===== src/rtl/display_packet_builder.sv =====
// display_packet_builder: merges image, bbox and logo sources into framed 64-bit packets
// (header word with type in [2:0], fixed-length payload, out_last on the final payload word).
// Optional logo source is compiled in with DISPLAY_PKT_LOGO_EN; without it logo_ready is 0
// and arbitration is bbox > image.
module display_packet_builder #(
   parameter int FRAME_WIDTH  = 540,
   parameter int FRAME_HEIGHT = 540,
   parameter int MAX_BBOX     = 16,
   parameter int LOGO_WIDTH   = 540,
   parameter int LOGO_HEIGHT  = 100
) (
   input  logic        clk,
   input  logic        rst,
   input  logic        img_valid,
   input  logic [63:0] img_data,
   output logic        img_ready,
   input  logic        bbox_valid,
   input  logic        bbox_last,
   input  logic [63:0] bbox_data,
   output logic        bbox_ready,
   input  logic        logo_valid,
   input  logic [63:0] logo_data,
   output logic        logo_ready,
   output logic        out_valid,
   output logic        out_last,
   output logic [63:0] out_data,
   input  logic        out_ready
);
   localparam logic [21:0] IMG_END  = 22'(FRAME_WIDTH * FRAME_HEIGHT / 2 - 1);
   localparam logic [21:0] LOGO_END = 22'(LOGO_WIDTH * LOGO_HEIGHT / 2 - 1);
   localparam logic [21:0] BBOX_END = 22'(MAX_BBOX - 1);
`ifdef DISPLAY_PKT_LOGO_EN
   typedef enum logic [2:0] {IDLE, IMG, BBOX, BPAD, BDROP, LOGO} state_t;
`else
   typedef enum logic [2:0] {IDLE, IMG, BBOX, BPAD, BDROP} state_t;
`endif
   state_t      state_q, state_d;
   logic [21:0] cnt_q, cnt_d;
   logic        out_valid_q, out_valid_d, out_last_q, out_last_d;
   logic [63:0] out_data_q, out_data_d;
   logic        adv, logo_sel, img_end, bbox_end;
   assign adv      = ~out_valid_q | out_ready;
   assign img_end  = cnt_q == IMG_END;
   assign bbox_end = cnt_q == BBOX_END;
`ifdef DISPLAY_PKT_LOGO_EN
   logic logo_end;
   assign logo_sel = logo_valid;
   assign logo_end = cnt_q == LOGO_END;
`else
   logic unused_logo;
   assign logo_sel    = 1'b0;
   assign unused_logo = ^{logo_valid, logo_data, LOGO_END};
`endif
   assign out_valid = out_valid_q;
   assign out_last  = out_last_q;
   assign out_data  = out_data_q;
   // Next state, payload counter, output register load and source readies
   always_comb begin
      state_d     = state_q;
      cnt_d       = cnt_q;
      out_valid_d = out_valid_q;
      out_last_d  = out_last_q;
      out_data_d  = out_data_q;
      img_ready   = 1'b0;
      bbox_ready  = 1'b0;
      logo_ready  = 1'b0;
      if (adv) begin
         out_valid_d = 1'b0;
         out_last_d  = 1'b0;
      end
      case (state_q)
         IDLE: begin
            cnt_d = '0;
            if (adv && (bbox_valid || logo_sel || img_valid)) begin
               out_valid_d = 1'b1;
               out_data_d  = {61'd0, bbox_valid ? 3'd2 : logo_sel ? 3'd3 : 3'd1};
`ifdef DISPLAY_PKT_LOGO_EN
               state_d     = bbox_valid ? BBOX : logo_valid ? LOGO : IMG;
`else
               state_d     = bbox_valid ? BBOX : IMG;
`endif
            end
         end
         IMG: begin
            img_ready = adv;
            if (adv && img_valid) begin
               out_valid_d = 1'b1;
               out_data_d  = img_data;
               out_last_d  = img_end;
               cnt_d       = img_end ? '0 : cnt_q + 22'd1;
               state_d     = img_end ? IDLE : IMG;
            end
         end
`ifdef DISPLAY_PKT_LOGO_EN
         LOGO: begin
            logo_ready = adv;
            if (adv && logo_valid) begin
               out_valid_d = 1'b1;
               out_data_d  = logo_data;
               out_last_d  = logo_end;
               cnt_d       = logo_end ? '0 : cnt_q + 22'd1;
               state_d     = logo_end ? IDLE : LOGO;
            end
         end
`endif
         BBOX: begin
            bbox_ready = adv;
            if (adv && bbox_valid) begin
               out_valid_d = 1'b1;
               out_data_d  = bbox_data;
               out_last_d  = bbox_end;
               cnt_d       = bbox_end ? '0 : cnt_q + 22'd1;
               state_d     = bbox_end ? (bbox_last ? IDLE : BDROP) : (bbox_last ? BPAD : BBOX);
            end
         end
         BPAD: begin
            if (adv) begin
               out_valid_d = 1'b1;
               out_data_d  = 64'd0;
               out_last_d  = bbox_end;
               cnt_d       = bbox_end ? '0 : cnt_q + 22'd1;
               state_d     = bbox_end ? IDLE : BPAD;
            end
         end
         BDROP: begin
            bbox_ready = 1'b1;
            if (bbox_valid && bbox_last) state_d = IDLE;
         end
         default: state_d = IDLE;
      endcase
   end
   // State, counter and output register with synchronous reset
   always_ff @(posedge clk) begin
      if (rst) begin
         state_q     <= IDLE;
         cnt_q       <= '0;
         out_valid_q <= 1'b0;
         out_last_q  <= 1'b0;
         out_data_q  <= '0;
      end else begin
         state_q     <= state_d;
         cnt_q       <= cnt_d;
         out_valid_q <= out_valid_d;
         out_last_q  <= out_last_d;
         out_data_q  <= out_data_d;
      end
   end
endmodule


===== config.mk =====
export PLATFORM = sky130hd
export DESIGN_NAME = display_packet_builder
export DESIGN_NICKNAME = d
export VERILOG_FILES = /design/src/rtl/display_packet_builder.sv
export SDC_FILE = /design/constraint.sdc
export NUM_CORES = 1
export LEC_CHECK = 0
export CAP_MARGIN = 20
export CORE_ASPECT_RATIO = 0.8
export CORE_MARGIN = 4
export CORE_UTILIZATION = 40
export CTS_CLUSTER_DIAMETER = 50
export DETAILED_ROUTE_END_ITERATION = 8
export PLACE_DENSITY = 0.85
export SLEW_MARGIN = 20
export SYNTH_ARGS = -nofsm -noshare
export SYNTH_HDL_FRONTEND = slang
export SYNTH_SLANG_ARGS = --single-unit

===== constraint.sdc =====
create_clock -name clk -period 6.2 [get_ports clk]
set_clock_uncertainty 0.15 [all_clocks]
set_input_delay 1.55 -clock clk [delete_from_list [all_inputs] [get_ports clk]]
set_output_delay 1.55 -clock clk [all_outputs]
set_load 0.02 [all_outputs]

==> impl_results.md, run 1 <==
- Status: finished, final reports clean
- Sink Count: 91
- Post-synthesis mux area share: 0.00471
- H-tree Lvls: 3
- Worst-Skew Late Latency: 0.34 ns
- CTS tree: built
- Number of synthesized flops with an enable pin: 0
- Antenna diodes: 0
- Slew Limit Headroom: 0.472
- Max cap viols: 0
- Number of global-route vias before repair: 4554
- Cells after synthesis: 510
- Post-route ant nets: 0
- Reg clk slew, reported paths: 0.06 ns
- Overall Power: 1.72 mW
- Worst hold slack: 0.344 ns
- Synth Area in Compound Gates: 0.241
- GRT Max-Usage Layer: met2
- Worst Hold Class: register to register
- Yosys warns: 0
- GRT met3 Usage: 0.0800
- Chip width: 123 um
- GRT overflow: 0
- Clk root buf: clkbuf_16
- Post-synth top area share: 0.428
- Pwr dens: 260 nW/um2
- Synth Area in Simple Gates: 0.257
- Post-cts resize count: 0
- Slew of the pin with the lowest slew margin: 0.792 ns
- Nets: 879
- Port bufs: 201
- DIE AREA: 12400 um2
- Seq cells post-synth: 91
- DRC: 0
- Initial antenna violation count: 0
- CP Class: input pin to output pin
- Period minus WS final: 4.83 ns
- Fraction of the mapped netlist area in adder cells: 0.00589
- Area growth syn-to-layout: 55.4%
- GR Util met2: 0.382
- Max Clock Freq: 207 MHz
- Sequential area share after synthesis: 0.428
- Top-level I/O count: 268
- Final design utilization: 0.640
- Clock Path Buffers: 2
- RePlAce Congestion: 0.874
- Setup-failing EPs final: 0
- Post-Syn Area: 4250 um2
- Die Ht: 100 um
- TritonRoute pass-1 iters: 5
- Total GRT Usage: 0.224
- Vias: 4768
- Count leader, synth: dfxtp_1
- Post-synth net total: 711
- Maximum VDD drop: 0.000188 V
- Total CTS buffers: 9
- Area leader, netlist: dfxtp_1
- First-pass GRT wire length: 22100 um
- Aggregate routed wire length: 14400 um
- Fraction of layout instances using a drive strength above 1: 0.0527
- Xor/xnor share of the synthesized area: 0.0103
- Worst EP required: 4.50 ns
- Post-route clock period utilization: 0.779
- CP max FO: 5
- Setup tns final: 0 ns
- Worst path arrival time: 3.13 ns
- Critical Path Start Type: input pin
- Setup bufs post-CTS: 0
- Vias/cell: 5.79
- Wire length per cell: 17.5 um
- Main combinational cell family by area after synthesis: simple AND/OR/NAND/NOR gates
- Synth cell types: 49
- Grt met1 use: 0.262
- RSZ-0062 raised after global routing: no
- Avg Inst Size Synth: 8.34 um2
- Core Area: 10300 um2
- Largest net degree at the start of global routing: 65
- Async S/R FF share, synth: 0
- Synth top area cells: dfxtp_1, a221oi_1, nor2_1, nor3_1, a22o_1
- Synth top cells by count: dfxtp_1, nor2_1, nor3_1, a221oi_1, clkbuf_1
- Drt first-iter violations: 295
- Hold Fails Final Rpt: 0
- Final setup margin: 1.37 ns
- Most used DFF post-synth: dfxtp_1
- Post-DP HPWL: 10300 um
- Pre-CTS setup slack: 1.37 ns
- Pleak: 2.31 nW
- Row cnt: 33
- CP endpoint kind: output pin
- Hold buffers post-CTS: 0
- Fin. max-slew vios: 0
- Initial Utilization: 0.412
-- power by group --
group / leakage, nW / total [mW] / switching, mW / internal, mW
clock network: 0.148 / 0.550 / 0.227 / 0.323
logic: 1.42 / 0.501 / 0.262 / 0.239
registers: 0.744 / 0.666 / 0.0320 / 0.634
total: 2.31 / 1.72 / 0.520 / 1.20
-- cell families (layout without fill, tap and decap cells) --
group                    count (synthesis)  count (layout)
other                                    1               1
buffers and inverters                   53             226
multiplexers                             2               2
AND/OR/NAND/NOR                        220             220
XOR/XNOR                                 5               5
flip-flops                              91              91
AO/OA/AOI/OAI                          136             136
adder cells (fa/ha/maj)                  2               2
-- area by class of cell --
cell class | instances | area, um2
Tap cell | 140 | 175
Sequential cell | 91 | 1820
Timing Repair Buffer | 207 | 2050
Clock buffer | 10 | 239
Fill cell | 852 | 3710
Clock inverter | 6 | 65.1
Inverter | 3 | 11.3
Multi-Input combinational cell | 366 | 2240
-- placed cells by master (no fill, tap or decap), types with 9 or more instances in the layout --
cell type	synthesis	layout
clkdlybuf4s50_1	0	200
dfxtp_1	91	91
nor2_1	87	86
nor3_1	49	49
a221oi_1	43	43
a21oi_1	22	22
a22oi_1	21	21
a22o_1	19	19
nand2_1	14	13
nand3_1	12	12
o21ai_0	11	11
or4_1	9	9
clkbuf_16	0	9
-- critical path, cell delays in order --
cell and delay (ns):
clkdlybuf4s50_1 0.42, nor2b_1 0.32, nor2_1 0.09, a21oi_1 0.14, nor2_1 0.05, clkdlybuf4s50_1 0.55
-- metrics by stage --
stage | cell area (um2) | std cells
floorplan | 4250 | 510
global placement | 6300 | 807
detailed placement | 6300 | 807
CTS | 6610 | 823
global route | 6610 | 823
finish | 6610 | 823
-- routing by layer --
metal / wire (um) / vias to the layer above
met5: 0 / -
met4: 353 / 0
met3: 1220 / 34
met2: 7160 / 214
met1: 5640 / 2258
li1: - / 2262
-- path summary, 6_finish.rpt --
check / startpoint / to / slack [ns] / depth (start not counted)
max reg2reg: state_q[2] / cnt_q[19] / 3.24 / 5
min reg2reg: out_data[43] / out_data[43] / 0.34 / 2
max: out_ready / bbox_ready / 1.37 / 6
min: out_data[43] / out_data[43] / 0.34 / 2
-- registers in the layout, summed over array words and instances (netlist names) --
signal	cells
cnt_q	22
out_valid	1
state_q	3
out_data	64
out_last	1
No activity file was read; power rests on OpenSTA's default activity.
==> run 2: changes to the inputs <==
Settings changed: CORE_UTILIZATION 40 to 33, PLACE_DENSITY 0.85 to 0.74.
Clock period 6.2 ns to 3.9 ns, I/O delays scaled along.
==> run 2 against run 1 <==
Net effect:
- clock-buffer cell count is 1 higher
- register-to-register slack worse by 2.3 ns
- sequential cell count stayed put
- global-route usage is 3.6 points lower
- sequential share of layout area is 0.43 points lower
- worst setup slack worse by 1.0 ns
- largest cell class unchanged
- combinational power is 62% higher
==> impl_results.md, run 2 (synthesis gave the netlist of run 1 again) <==
- Vias: 4727
- Worst setup endpoint: bbox_ready
- Post-route ant nets: 0
- Max cap viols: 0
- Clk root buf: clkbuf_16
- Critical Path Start Type: input pin
- Drt first-iter violations: 338
- Fraction of layout instances using a drive strength above 1: 0.0637
- Hold Fails Final Rpt: 0
- TritonRoute pass-1 iters: 6
- Reg2reg path depth: 6
- Setup bufs post-CTS: 0
- Setup-failing EPs final: 0
- Antenna diodes: 0
- Wire length per cell: 17.2 um
- Fin. max-slew vios: 0
- Number of global-route vias before repair: 4500
- RSZ-0062 raised after global routing: no
- Worst Hold Class: register to register
- Slew of the pin with the lowest slew margin: 0.982 ns
- Post-route clock period utilization: 0.911
- Register area: 1820 um2
- Initial Utilization: 0.343
- Total CTS buffers: 9
- Area growth syn-to-layout: 57.9%
- Top-level I/O count: 268
- Setup tns final: 0 ns
- Worst EP required: 2.77 ns
- Maximum VDD drop: 0.000207 V
- Port bufs: 201
- Die Ht: 110 um
- Row cnt: 36
- Reg clk slew, reported paths: 0.06 ns
- Core Area: 12400 um2
- Worst-Skew Late Latency: 0.34 ns
- Critical path, cell by cell: clkdlybuf4s50_1 -> nor2b_1 -> nor2_1 -> a21oi_1 -> nor2_1 -> clkdlybuf4s50_1
- CP max FO: 2
- GRT overflow: 0
- Status: finished, final reports clean
- Worst R2R Setup Slack: 0.90 ns
- Largest stage delay, worst path: 0.61 ns
- Max Clock Freq: 281 MHz
- CTS tree: built
- Largest net degree at the start of global routing: 47
- Commonest non-fill, non-tap cell in the layout: clkdlybuf4s50_1
- RR Startpoint: cnt_q[17]
- Chip width: 135 um
- Pwr dens: 413 nW/um2
- Vias/cell: 5.48
- Worst hold slack: 0.342 ns
- Initial antenna violation count: 0
- CP max stage cell: clkdlybuf4s50_1
- Sink Count: 91
- CP endpoint kind: output pin
- Clock Path Buffers: 2
- Max reg flops: 64
- Worst path arrival time: 2.43 ns
- Most frequent cells in the layout: clkdlybuf4s50_1, dfxtp_1, nor2_1
- Aggregate routed wire length: 14800 um
- Total GRT Usage: 0.188
- H-tree Lvls: 3
- Filler cells: 1088
- Nets: 887
- CP Class: input pin to output pin
- DIE AREA: 14800 um2
- RePlAce Congestion: 0.853
- Multi-input logic area: 2240 um2
- Hold buffers post-CTS: 0
- Worst reg2reg endpoint: cnt_q[13]
- DRC: 0
- Post-cts resize count: 0
- Period minus WS final: 3.55 ns
- First-pass GRT wire length: 22200 um
- Post-DP HPWL: 10800 um
- Pleak: 2.36 nW
- Critical Path Start: out_ready
- Slew Limit Headroom: 0.344
run 2: stage by stage:
step	setup slack [ns]	total power [mW]	cells	utilization	cell area, um2
floorplan	1.02	1.49	510	-	4250
global placement	0.351	1.87	846	0.516	6400
detailed placement	0.351	1.89	846	0.516	6400
CTS	0.338	2.80	862	0.542	6710
global route	0.276	2.90	862	0.542	6710
finish	0.347	2.77	862	0.542	6710
run 2: area by class of cell:
class / count / area share
clock buffer: 11 / 0.0377
sequential: 91 / 0.271
tap: 171 / 0.0319
multi-input combinational: 366 / 0.334
clock inverter: 5 / 0.00913
inverter: 3 / 0.00168
timing repair buffer: 215 / 0.315
run 2: power by group:
part | leakage [nW] | total [mW] | switching, mW | internal, mW
clock network | 0.156 | 0.901 | 0.367 | 0.534
registers | 0.744 | 1.06 | 0.0489 | 1.01
logic | 1.46 | 0.812 | 0.422 | 0.390
total | 2.36 | 2.77 | 0.838 | 1.93
run 2: critical path: cells and delay by family:
kind                   cells  cell delay (ns)
buffers and inverters      2             1.09
and+or+nand+nor            3             0.30
AOI/OAI and AO/OA          1             0.05
run 2: worst min path at each step:
stage | start | endpoint | slack (ns) | cells past startpoint
2_1_floorplan | cnt_q[21] | cnt_q[21] | 0.30 | 2
3_3_place_gp | cnt_q[21] | cnt_q[21] | 0.32 | 2
3_5_place_dp | cnt_q[21] | cnt_q[21] | 0.33 | 2
4_1_cts | cnt_q[21] | cnt_q[21] | 0.34 | 2
5_1_grt | cnt_q[21] | cnt_q[21] | 0.36 | 2
6_report | cnt_q[21] | cnt_q[21] | 0.34 | 2
run 2: routing by layer:
layer,track usage,share of wire,vias up,wire length [um]
li1,-,-,2270,-
met1,0.231,0.42,2272,6260
met2,0.318,0.49,164,7260
met3,0.0503,0.065,21,962
met4,0.0676,0.021,0,316
met5,0,0,-,0
